`config.mk`:
```
export PLATFORM = sky130hd
export DESIGN_NAME = pixel_invert_stream
export DESIGN_NICKNAME = d
export VERILOG_FILES = /design/src/rtl/pixel_stream_pkg.sv /design/src/rtl/pixel_skid_buffer.sv /design/src/rtl/pixel_invert_stream.sv
export SDC_FILE = /design/constraint.sdc
export NUM_CORES = 1
export LEC_CHECK = 0
export BUFFER_PORTS_ARGS = -buffer_cell sky130_fd_sc_hd__buf_2
export CORE_MARGIN = 5
export CORE_UTILIZATION = 30
export CTS_BUF_LIST = sky130_fd_sc_hd__clkbuf_2
export DETAILED_ROUTE_END_ITERATION = 8
export GPL_ROUTABILITY_DRIVEN = 1
export GPL_TIMING_DRIVEN = 0
export HOLD_SLACK_MARGIN = 0.03
export PLACE_DENSITY_LB_ADDON = 0.08
export SYNTH_ARGS = -nofsm -noshare
export SYNTH_HDL_FRONTEND = slang
export SYNTH_SLANG_ARGS = --single-unit
```
`constraint.sdc`:
```
create_clock -name clk -period 2.5 [get_ports clk]
set_clock_uncertainty 0.05 [all_clocks]
set_input_delay 0.625 -clock clk [delete_from_list [all_inputs] [get_ports clk]]
set_output_delay 0.625 -clock clk [all_outputs]
set_load 0.02 [all_outputs]
```
`src/rtl/pixel_stream_pkg.sv`:
```
// Shared types for the pixel inversion stream: FSM states, tagged byte, constants.
// No logic; imported by the stage and its skid buffer.
// No flow control of its own.
package pixel_stream_pkg;

    localparam int         MAX_CHANNEL = 4;
    localparam logic [7:0] INVERT_MASK = 8'hFF;

    typedef enum logic [1:0] {
        IDLE,
        RUN,
        DRAIN
    } state_e;

    typedef struct packed {
        logic [7:0] data;
        logic       sof;
        logic       eol;
        logic       eof;
    } tagged_byte_t;

endpackage

```
`src/rtl/pixel_skid_buffer.sv`:
```
// Two-entry register slice carrying a data byte and its framing tags.
// Latency: 1 cycle from push to head. Backpressure: in_rdy = not full (registered occupancy).
// out_rdy never reaches in_rdy combinationally; out_dat is held while out_vld & !out_rdy.
module pixel_skid_buffer
    import pixel_stream_pkg::*;
(
    input  logic         clk,
    input  logic         reset_n,
    input  logic         in_vld,
    output logic         in_rdy,
    input  tagged_byte_t in_dat,
    output logic         out_vld,
    input  logic         out_rdy,
    output tagged_byte_t out_dat
);

    tagged_byte_t mem [2];
    logic         wr_ptr;
    logic         rd_ptr;
    logic [1:0]   cnt;
    logic         push;
    logic         pop;

    assign in_rdy  = (cnt != 2'd2);
    assign out_vld = (cnt != 2'd0);
    assign out_dat = out_vld ? mem[rd_ptr] : '0;
    assign push    = in_vld & in_rdy;
    assign pop     = out_vld & out_rdy;

    always_ff @(posedge clk or negedge reset_n) begin
        if (!reset_n) begin
            mem[0] <= '0;
            mem[1] <= '0;
            wr_ptr <= 1'b0;
            rd_ptr <= 1'b0;
            cnt    <= 2'd0;
        end else begin
            if (push) begin
                mem[wr_ptr] <= in_dat;
                wr_ptr      <= ~wr_ptr;
            end
            if (pop) begin
                rd_ptr <= ~rd_ptr;
            end
            case ({push, pop})
                2'b10:   cnt <= cnt + 2'd1;
                2'b01:   cnt <= cnt - 2'd1;
                default: cnt <= cnt;
            endcase
        end
    end

endmodule

```
`src/rtl/pixel_invert_stream.sv`:
```
// Inverts a byte-serial raster pixel stream (255 - x) and tags sof/eol/eof; PIXEL_INVERT_ALPHA_BYPASS_EN passes alpha of 4-channel frames.
// Latency: 1 cycle through a 2-entry skid buffer, 1 byte/cycle sustained.
// Backpressure: s_ready is registered buffer-not-full, gated to RUN; held data stays stable while stalled.
module pixel_invert_stream
    import pixel_stream_pkg::*;
#(
    parameter int MAX_DIM = 4096,
    parameter int DIM_W   = 16
) (
    input  logic             clk,
    input  logic             reset_n,
    input  logic             start,
    input  logic [DIM_W-1:0] cfg_width,
    input  logic [DIM_W-1:0] cfg_height,
    input  logic [2:0]       cfg_channel,
    input  logic             s_valid,
    output logic             s_ready,
    input  logic [7:0]       s_data,
    output logic             m_valid,
    input  logic             m_ready,
    output logic [7:0]       m_data,
    output logic             m_sof,
    output logic             m_eol,
    output logic             m_eof,
    output logic             busy,
    output logic             done,
    output logic             err
);

    localparam logic [DIM_W-1:0] DIM_MAX = DIM_W'(MAX_DIM);

    state_e           state_q, state_nxt;
    logic [DIM_W-1:0] w_last_q, h_last_q, ch_last_q;
    logic [DIM_W-1:0] dpt_q, pxl_q, line_q;
    logic             dpt_last, pxl_last, line_last;
    logic             cfg_ok, cfg_load, in_hs, buf_rdy;
    logic             done_nxt, err_nxt, done_q, err_q;
    logic [7:0]       mask;
    tagged_byte_t     push_dat, head_dat;

    assign cfg_ok = (cfg_width  != '0) && (cfg_width  <= DIM_MAX) &&
                    (cfg_height != '0) && (cfg_height <= DIM_MAX) &&
                    (cfg_channel != 3'd0) && (cfg_channel <= 3'(MAX_CHANNEL));

    assign s_ready = (state_q == RUN) && buf_rdy;
    assign in_hs   = s_valid && s_ready;
    assign busy    = (state_q != IDLE);
    assign done    = done_q;
    assign err     = err_q;

    // Counters hold the position of the byte currently offered, so tags come straight from them.
    assign dpt_last  = (dpt_q  == ch_last_q);
    assign pxl_last  = (pxl_q  == w_last_q);
    assign line_last = (line_q == h_last_q);

`ifdef PIXEL_INVERT_ALPHA_BYPASS_EN
    assign mask = ((ch_last_q == DIM_W'(MAX_CHANNEL - 1)) && (dpt_q == DIM_W'(3))) ? 8'h00 : INVERT_MASK;
`else
    assign mask = INVERT_MASK;
`endif

    assign push_dat.data = s_data ^ mask;
    assign push_dat.sof  = (dpt_q == '0) && (pxl_q == '0) && (line_q == '0);
    assign push_dat.eol  = dpt_last && pxl_last;
    assign push_dat.eof  = dpt_last && pxl_last && line_last;

    always_ff @(posedge clk or negedge reset_n) begin
        if (!reset_n) begin
            state_q <= IDLE;
            done_q  <= 1'b0;
            err_q   <= 1'b0;
        end else begin
            state_q <= state_nxt;
            done_q  <= done_nxt;
            err_q   <= err_nxt;
        end
    end

    always_comb begin
        state_nxt = state_q;
        cfg_load  = 1'b0;
        done_nxt  = 1'b0;
        err_nxt   = 1'b0;
        case (state_q)
            IDLE: begin
                if (start) begin
                    if (cfg_ok) begin
                        cfg_load  = 1'b1;
                        state_nxt = RUN;
                    end else begin
                        err_nxt = 1'b1;
                    end
                end
            end
            RUN: begin
                if (in_hs && push_dat.eof) begin
                    state_nxt = DRAIN;
                end
            end
            DRAIN: begin
                // The eof byte is always the last one buffered; its output handshake empties the stage.
                if (!m_valid || (m_ready && m_eof)) begin
                    done_nxt  = 1'b1;
                    state_nxt = IDLE;
                end
            end
            default: state_nxt = IDLE;
        endcase
    end

    always_ff @(posedge clk or negedge reset_n) begin
        if (!reset_n) begin
            w_last_q  <= '0;
            h_last_q  <= '0;
            ch_last_q <= '0;
            dpt_q     <= '0;
            pxl_q     <= '0;
            line_q    <= '0;
        end else if (cfg_load) begin
            w_last_q  <= cfg_width - DIM_W'(1);
            h_last_q  <= cfg_height - DIM_W'(1);
            ch_last_q <= DIM_W'(cfg_channel) - DIM_W'(1);
            dpt_q     <= '0;
            pxl_q     <= '0;
            line_q    <= '0;
        end else if (in_hs) begin
            if (dpt_last) begin
                dpt_q <= '0;
                if (pxl_last) begin
                    pxl_q  <= '0;
                    line_q <= line_last ? '0 : line_q + DIM_W'(1);
                end else begin
                    pxl_q <= pxl_q + DIM_W'(1);
                end
            end else begin
                dpt_q <= dpt_q + DIM_W'(1);
            end
        end
    end

    pixel_skid_buffer u_skid (
        .clk     (clk),
        .reset_n (reset_n),
        .in_vld  (in_hs),
        .in_rdy  (buf_rdy),
        .in_dat  (push_dat),
        .out_vld (m_valid),
        .out_rdy (m_ready),
        .out_dat (head_dat)
    );

    assign m_data = head_dat.data;
    assign m_sof  = head_dat.sof;
    assign m_eol  = head_dat.eol;
    assign m_eof  = head_dat.eof;

endmodule

```
Word-level counts from Yosys, hierarchy flattened
Index checks and enable logic that the tools add are counted.
{"block": "word_totals", "register_bits": 126, "latchBits": 0, "mem_bits_rw": 0, "romBits": 0, "input_bits": 48, "out_inout_bits": 16, "elab_cells": 118, "n_memories": 0}
{"block": "op_classes", "add_sub_neg": 8, "mul": 0, "n_div": 0, "n_lt_le_gt_ge": 6, "n_eq_ne": 12, "shift": 0, "n_mux": 33, "n_bitwise": 7, "reduce_logical": 32}
{"op": "16-bit 2-to-1 mux", "count": 12}
{"op": "11-bit 2-to-1 mux", "count": 5}
{"op": "16-bit by 1-bit adder with 16-bit output (second input constant)", "count": 3}
{"op": "16-bit == test", "count": 3}
{"op": "16-bit zero test", "count": 3}
{"op": "16-bit by 13-bit <= comparator with 1-bit output (second input constant)", "count": 2}
{"op": "16-bit nonzero test", "count": 2}
{"op": "16-bit by 1-bit subtractor with 16-bit output (second input constant)", "count": 2}
{"op": "22-bit bitwise mux", "count": 1}
{"op": "1-bit logical AND", "count": 14}
{"op": "2-bit nonzero test", "count": 6}
{"op": "11-bit demux with 1-bit select", "count": 1}
{"op": "1-bit 2-to-1 mux", "count": 8}
{"op": "2-bit 2-to-1 mux", "count": 4}
{"op": "2-bit inequality test (second input constant)", "count": 4}
{"op": "8-bit NOT", "count": 1}
{"op": "2-bit case mux with 3 select lines", "count": 1}
{"op": "2-bit by 1-bit == test with 1-bit output (second input constant)", "count": 2}
{"op": "2-bit == test (second input constant)", "count": 2}
{"op": "2-bit greater-or-equal comparator (second input constant)", "count": 2}
{"op": "1-bit NOT with 2-bit output", "count": 2}
{"op": "2-bit case mux with 2 select lines", "count": 1}
{"op": "4-bit AND reduction", "count": 1}
{"op": "3-bit by 1-bit subtractor with 4-bit output (second input constant)", "count": 1}
{"op": "13 further kinds", "count": 15}

Longest topological paths before layout
Gate-level depths: netlist of the first run.
{"block": "depth", "word_depth": 11, "depth_mapped": 12, "ltp_nobuf": 9}

By module
Synthesis of the first run repeated with hierarchy kept, for this count alone.
{"block": "hier_totals", "cells_unflattened": 696, "hier_area_um2": 6764.0}
{"module": "pixel_invert_stream", "instances": 1, "cells_per_inst": 608, "area_per_inst_um2": 5475.3, "seq_area_each_um2": 2202.1}
{"module": "pixel_skid_buffer", "instances": 1, "cells_per_inst": 88, "area_per_inst_um2": 1288.7, "seq_area_each_um2": 650.6}

Least setup slack after synthesis of the first run
No wires, ideal clock.
{"block": "synth_path", "path_type": "input-to-reg", "start": "input cfg_channel[0]", "end": "register line_q[11]", "setup_time_ns": 0.122, "arrival_time_ns": 2.323, "required_ns": 2.328, "slack_ns": 0.005, "stages": 10, "n_path_buf": 2, "path_cell_list": "inv_1 ha_1 ha_1 nor4_1 nand2_1 a2111o_1 buf_2 or2_0 buf_6 a32o_1"}
{"block": "synth_via", "elab_chain_len": 8, "elab_cells_between_ends": 12, "cone_classes": "order compare (1); mux (4); reduce/logical (7)"}
{"item": "from (decl)", "line_no": "pixel_invert_stream.sv:15", "rtl": "input logic [2:0] cfg_channel,"}
{"item": "parallel branches: the longest is 2 deep, another holds 3-bit <= comparator"}
{"item": "1-bit logical AND (*)", "line_no": "pixel_invert_stream.sv:43", "rtl": "(cfg_channel != 3'd0) && (cfg_channel <= 3'(MAX_CHANNEL));"}
{"item": "1-bit 2-to-1 mux (*)", "line_no": "pixel_invert_stream.sv:87", "rtl": "if (cfg_ok) begin"}
{"item": "1-bit 2-to-1 mux (*)", "line_no": "pixel_invert_stream.sv:86", "rtl": "if (start) begin"}
{"item": "1-bit 2-to-1 mux (*)", "line_no": "pixel_invert_stream.sv:84", "rtl": "case (state_q)"}
{"item": "2-bit nonzero test (no line)"}
{"item": "3-bit AND reduction (no line)"}
{"item": "to (signal assigned)", "line_no": "pixel_invert_stream.sv:131", "rtl": "line_q <= line_last ? '0 : line_q + DIM_W'(1);"}
{"item": "to (decl)", "line_no": "pixel_invert_stream.sv:34", "rtl": "logic [DIM_W-1:0] dpt_q, pxl_q, line_q;"}
Every way passes the cells marked *.
A chain may end at the register's enable or synchronous reset.

Worst setup path in the final report of the first run
{"block": "layout_path", "start": "register dpt_q[9]", "end": "register line_q[2]"}
{"block": "layout_via", "elab_chain_len": 3}
{"item": "from (decl)", "line_no": "pixel_invert_stream.sv:34"}
{"item": "from (signal assigned)", "line_no": "pixel_invert_stream.sv:136", "rtl": "dpt_q <= dpt_q + DIM_W'(1);"}
{"item": "16-bit == test", "line_no": "pixel_invert_stream.sv:52", "rtl": "assign dpt_last = (dpt_q == ch_last_q);"}
{"item": "2-bit nonzero test (no line)"}
{"item": "3-bit AND reduction (no line)"}
No other way between the ends.

==> results of run 1 <==
## worst max-delay path, stage by stage, from the launching register on
cell and delay, ps:
dfrtp_1 460, or4_4 560, and4bb_2 370, o211ai_4 130, buf_2 220, clkbuf_4 220
a211oi_1 220, o32ai_1 110
## Yosys cell counts (3+ instances only)
| library cell | n |
|---|---|
| dfrtp_1 | 114 |
| o21ai_0 | 75 |
| nor2_1 | 50 |
| xor2_1 | 45 |
| clkbuf_1 | 39 |
| nand2_1 | 39 |
| nand3_1 | 34 |
| xnor2_1 | 31 |
| a21oi_1 | 30 |
| o21ai_1 | 30 |
| nor4_1 | 28 |
| inv_1 | 25 |
| nor3_1 | 25 |
| nand4_1 | 20 |
| ha_1 | 14 |
| a211oi_1 | 12 |
| mux2i_1 | 11 |
| o22ai_1 | 10 |
| o32ai_1 | 10 |
| mux2_2 | 8 |
| and3_1 | 7 |
| or2_2 | 7 |
| or4_1 | 7 |
| a2bb2oi_1 | 6 |
| buf_2 | 6 |
| nand2b_1 | 6 |
| a31oi_1 | 5 |
| and4_1 | 5 |
| buf_6 | 5 |
| or3_1 | 5 |
| nor2b_1 | 4 |
| a22oi_1 | 3 |
| a32o_1 | 3 |
| o31ai_1 | 3 |
## cell families (layout without fill, tap and decap cells)
family,count (synthesis),in the layout,share of synthesized area (%)
buffers and inverters,76,200,4.88
AND/OR/NAND/NOR,252,252,20.0
flip-flops,114,114,42.1
adder cells (fa/ha/maj),14,14,2.59
other,0,1,0
multiplexers,19,19,2.96
XOR/XNOR,77,77,10.1
AO/OA/AOI/OAI,197,197,17.4
## metrics by stage
step                      std cells  instance area, um^2
after floorplan                 749                 6770
after global placement         1097                 7440
after detailed placement       1098                 7480
after CTS                      1150                 8000
after global routing           1159                 8270
final                          1159                 8270
## final cells by class
| type | instances | area [um^2] | share of cell area, % |
|---|---|---|---|
| Clock inverter | 12 | 158 | 1.91 |
| Multi-Input combinational cell | 559 | 3750 | 45.4 |
| Antenna cell | 1 | 2.50 | 0.0302 |
| Buffer | 45 | 267 | 3.22 |
| Timing Repair Buffer | 98 | 682 | 8.24 |
| Inverter | 25 | 97.6 | 1.18 |
| Sequential cell | 114 | 2860 | 34.5 |
| Tap cell | 285 | 357 | 4.31 |
| Clock buffer | 20 | 100 | 1.21 |
## power by group
| part | leakage, nW | internal, W | total (W) | switching, W |
|---|---|---|---|---|
| clock | 0.151 | 0.000575 | 0.00135 | 0.000777 |
| sequential | 1.52 | 0.00199 | 0.00212 | 0.000131 |
| combinational | 1.84 | 0.000462 | 0.000989 | 0.000527 |
| total | 3.51 | 0.00303 | 0.00447 | 0.00144 |
## per-layer routing
layer / up-vias / part of all wire (%) / GRT usage [%]
li1: 2962 / - / -
met1: 3002 / 47 / 21.9
met2: 161 / 48 / 25.5
met3: 17 / 4.2 / 3.10
met4: 0 / 1.2 / 5.28
met5: - / 0 / 0
## path summary, 6_finish.rpt
path | from | end | slack (ps) | cells after the start
hold reg to reg | u_skid.mem[3] | u_skid.mem[3] | 460 | 2
min in group asynchronous | reset_n | u_skid.mem[8] | 350 | 2
setup reg to reg | dpt_q[9] | line_q[2] | 60 | 7
max in group asynchronous | reset_n | line_q[0] | 1320 | 3
setup / recovery | dpt_q[9] | line_q[2] | 60 | 7
hold / removal | cfg_width[0] | w_last_q[0] | 100 | 2
## registers in the layout, summed over array words and instances, names as in the netlist
register       cells
u_skid.mem        22
dpt_q             16
h_last_q          16
line_q            16
pxl_q             16
w_last_q          16
ch_last_q          4
state_q            2
u_skid.cnt         2
done               1
err                1
u_skid.rd_ptr      1
u_skid.wr_ptr      1
## what timing repair did
action | in CTS | in global routing
cloned | 0 | 2
setup endpoints to repair | 60 | 59
pin swaps | 3 | 4
buffers inserted | 10 | 9
hold buffers | 11 | 2
gates resized for setup | 27 | 48
endpoints found under the hold margin | 54 | 2
==> flow_metrics.env, run 1 <==
export IMPL_grt_max_degree=74
export IMPL_cp_data_arrival_time_ps=2960
export IMPL_rows=55
export IMPL_ctsRootBufferMaster="clkbuf_2"
export IMPL_drc_errors=0
export IMPL_holdCritPathClass="primary input to register"
export IMPL_gp_congestion=0.878
export IMPL_hold_viol=0
export IMPL_start_util_pct=30.2
export IMPL_grt_usage_pct=16.0
export IMPL_vias=6142
export IMPL_area_delta_synth_final_pct=22.2
export IMPL_grt_pass1_vias=6135
export IMPL_fill_cells=2358
export IMPL_rsz0062_at_grt="yes"
export IMPL_coreArea_mm2=0.0224
export IMPL_final_common_cell="dfrtp_1"
export IMPL_design_power_total_w=0.00447
export IMPL_grt_first_pass_wirelength_um=33200
export IMPL_drt_wl_total_um=20500
export IMPL_vias_per_cell=5.30
export IMPL_ioPinCount=64
export IMPL_ys_seq_elements=114
export IMPL_clk_latency_ps=680
export IMPL_maxCapViolations=0
export IMPL_synth_top_area_share_pct=42.1
export IMPL_port_buffers=63
export IMPL_period_needed_ps=2440
export IMPL_drt_iter0_markers=293
export IMPL_fp_dieW_um=160
export IMPL_final_setup_worst_slack_ps=62.0
export IMPL_status="complete, no violations"
export IMPL_ir_worst_vdd_uv=285
export IMPL_netlist_top_cell_by_area="dfrtp_1"
export IMPL_cts_sinks=114
export IMPL_crit_fanout=10
export IMPL_drtAntennaViolNets=0
export IMPL_clk_pin_slew_ps=190
export IMPL_final_cell_mix="110 x dfrtp_1, 75 x o21ai_0, 60 x buf_2"
export IMPL_timing_hold_ws_ps=96.4
export IMPL_synth_warnings=0
export IMPL_worstSetupPathType="register to register"
export IMPL_ctsLongestPathBuffers=2
export IMPL_hpwl_um=15000
export IMPL_fin_setup_tns_ps=0
export IMPL_syn_cell_area_mm2=0.00677
export IMPL_post_route_period_util_pct=97.5
export IMPL_max_clock_freq_ghz=0.410
export IMPL_cts_tree="yes"
export IMPL_place_ws_ps=-604
export IMPL_ys_seq_area_share_pct=42.1
export IMPL_synthTopCellsByArea="dfrtp_1 42%, xor2_1 5.8%, o21ai_0 5.5%"
export IMPL_finalMaxSlewViolations=0
export IMPL_syn_area_per_cell_um2=9.04
export IMPL_worst_slew_pin_transition_ps=727
export IMPL_synth_flop_cell="dfrtp_1"
export IMPL_p_leak_nw=3.51
export IMPL_drt_pass1_iterations=8
export IMPL_grt_antenna_before_repair=1
export IMPL_finalSetupViolCount=0
export IMPL_synth_edf_count=0
export IMPL_syn_inst=749
export IMPL_h_tree_depth=4
export IMPL_start_kind="register"
export IMPL_die_h_um=160
export IMPL_power_density_mw_per_mm2=540
export IMPL_drive_gt1_share_pct=22.5
export IMPL_worst_endpoint_required_ps=3020
export IMPL_synth_cell_types=56
export IMPL_cts_made_buffers=17
export IMPL_overflow=0
export IMPL_nets=922
export IMPL_dieArea_mm2=0.0257
export IMPL_synth_nets=811
export IMPL_post_route_util_pct=36.9
export IMPL_wl_per_cell_um=17.7
export IMPL_slew_limit_headroom_pct=51.5
export IMPL_synthArstFlopShare_pct=100
export IMPL_end_kind="register"
No activity file was read; power rests on OpenSTA's default activity.
==> run 2: changes to the inputs <==
==> constraint.sdc (replaced) <==
create_clock -name clk -period 3.1 [get_ports clk]
set_clock_uncertainty 0.05 [all_clocks]
set_input_delay 0.775 -clock clk [delete_from_list [all_inputs] [get_ports clk]]
set_output_delay 0.775 -clock clk [all_outputs]
set_load 0.02 [all_outputs]
==> run 2 against run 1 <==
- register-to-register slack improved by 210 ps
- critical path type is now register to output pin
- critical path depth fell by 4
- design area fell by 6.2%
- highest routed layer unchanged
- wire length fell by 2.9%
- via count fell by 2.4%
- count of clock-buffer cells in the layout did not move
- first-iteration DRC count fell by 12%
- flip-flop and latch count did not move
- die area did not move
- worst setup slack improved by 190 ps
==> flow_metrics.env, run 2 (synthesis gave the netlist of run 1 again) <==
export IMPL_status="complete, no violations"
export IMPL_critPathLaunch="u_skid.rd_ptr"
export IMPL_p_sw_w=0.00112
export IMPL_final_setup_worst_slack_ps=255
export IMPL_regMostFlops="u_skid.mem"
export IMPL_start_util_pct=30.2
export IMPL_hold_viol=0
export IMPL_place_ws_ps=-154
export IMPL_worst_endpoint_required_ps=2270
export IMPL_wl_met1_um=9420
export IMPL_critical_path_top_delay_family="flip-flops"
export IMPL_p_clk_share_pct=31.7
export IMPL_final_cell_mix="114 x dfrtp_1, 75 x o21ai_0, 68 x buf_2"
export IMPL_nets=896
export IMPL_worstHoldStart="s_data[2]"
export IMPL_fin_setup_tns_ps=0
export IMPL_dpl_cell_count=1098
export IMPL_ctsRootBufferMaster="clkbuf_2"
export IMPL_coreArea_mm2=0.0224
export IMPL_top_layer="met4"
export IMPL_grt_first_pass_wirelength_um=32900
export IMPL_die_h_um=160
export IMPL_drt_pass1_iterations=4
export IMPL_maxCapViolations=0
export IMPL_area_delta_synth_final_pct=14.6
export IMPL_crit_slowest_cell="dfrtp_1"
export IMPL_drtAntennaViolNets=0
export IMPL_grt_usage_pct=15.9
export IMPL_fill_cells=2385
export IMPL_comb_power_share_pct=17.8
export IMPL_crit_fanout=12
export IMPL_fin_cells=1133
export IMPL_power_density_mw_per_mm2=443
export IMPL_gp_congestion=0.878
export IMPL_grt_max_degree=74
export IMPL_vias_per_cell=5.29
export IMPL_critical_path_max_stage_delay_ps=820
export IMPL_port_buffers=63
export IMPL_finalMaxSlewViolations=0
export IMPL_multi_input_area_mm2=0.00359
export IMPL_dieArea_mm2=0.0257
export IMPL_hpwl_um=15000
export IMPL_period_needed_ps=2850
export IMPL_critPathBufInv=1
export IMPL_rows=55
export IMPL_rsz0062_at_grt="no"
export IMPL_drive_gt1_share_pct=15.7
export IMPL_clk_latency_ps=690
export IMPL_p_seq_share_pct=50.5
export IMPL_final_common_cell="dfrtp_1"
export IMPL_ctsLongestPathBuffers=2
export IMPL_vias=5992
export IMPL_p_sw_share_pct=32.4
export IMPL_crit_chain="mux2i_1 -> nor2_1 -> buf_2"
export IMPL_wl_met3_um=862
export IMPL_wl_per_cell_um=17.6
export IMPL_cts_made_buffers=17
export IMPL_grt_pass1_vias=6053
export IMPL_p_leak_nw=3.33
export IMPL_regArea_mm2=0.00285
export IMPL_clk_pin_slew_ps=190
export IMPL_holdCritPathClass="primary input to register"
export IMPL_worst_slew_pin_transition_ps=673
export IMPL_max_clock_freq_ghz=0.351
export IMPL_drt_wl_total_um=19900
export IMPL_finalSetupViolCount=0
export IMPL_cts_sinks=114
export IMPL_start_kind="register"
export IMPL_drt_iter0_markers=259
export IMPL_met2_length_um=9340
export IMPL_timing_hold_ws_ps=193
export IMPL_largest_reg_flops=22
export IMPL_h_tree_depth=4
export IMPL_overflow=0
export IMPL_drc_errors=0
export IMPL_worstSetupPathType="register to output pin"
export IMPL_internal_power_w=0.00232
export IMPL_fp_dieW_um=160
export IMPL_grt_antenna_before_repair=1
export IMPL_end_kind="output pin"
export IMPL_slew_limit_headroom_pct=55.2
export IMPL_rr_startpoint="line_q[8]"
export IMPL_ioPinCount=64
export IMPL_cp_data_arrival_time_ps=2020
export IMPL_post_route_period_util_pct=91.8
export IMPL_ir_worst_vdd_uv=223
export IMPL_cts_tree="yes"
## run 2: what timing repair did
action / 4_1_cts / 5_1_grt
endpoints found under the setup margin: 9 / 1
pin swaps: 0 / 1
endpoints found under the hold margin: 41 / 0
hold buffers: 1 / 0
setup buffers: 0 / 2
gates resized for setup: 1 / 0
## run 2: worst paths after layout
path,end,slack (ps),cells past startpoint
max,m_eol,250,3
min,u_skid.mem[16],190,2
max reg2reg,line_q[0],270,7
min reg2reg,done,450,1
max in group asynchronous,w_last_q[5],1760,3
min in group asynchronous,dpt_q[4],500,2
## run 2: per-layer routing
| layer | up-vias | GRT usage [%] |
|---|---|---|
| met4 | 0 | 5.04 |
| met3 | 20 | 3.28 |
| li1 | 2904 | - |
| met2 | 166 | 25.3 |
| met1 | 2902 | 21.7 |
| met5 | - | 0 |
## run 2: power groups by stage
stage          Sequential, W  Combinational [W]  Clock, W
2_1_floorplan        0.00171           0.000430         0
3_3_place_gp         0.00173           0.000643         0
3_5_place_dp         0.00173           0.000659         0
4_1_cts              0.00174           0.000627   0.00112
5_1_grt              0.00176           0.000698   0.00119
6_report             0.00174           0.000612   0.00109
## run 2: layout make-up
cell class / count / area share, %
Clock buffer: 20 / 1.29
Sequential cell: 114 / 36.8
Multi-Input combinational cell: 559 / 46.2
Inverter: 25 / 1.21
Tap cell: 285 / 4.60
Clock inverter: 12 / 2.03
Antenna cell: 1 / 0.0323
Buffer: 50 / 3.02
Timing Repair Buffer: 67 / 4.82
## run 2: metrics by stage
stage                     instance area, um^2  power (W)  utilization (%)
final                                    7760    0.00344             34.6
after global routing                     7760    0.00364             34.6
after CTS                                7740    0.00349             34.5
after detailed placement                 7480    0.00239             33.3
after global placement                   7440    0.00237             33.2
after floorplan                          6770    0.00214                -
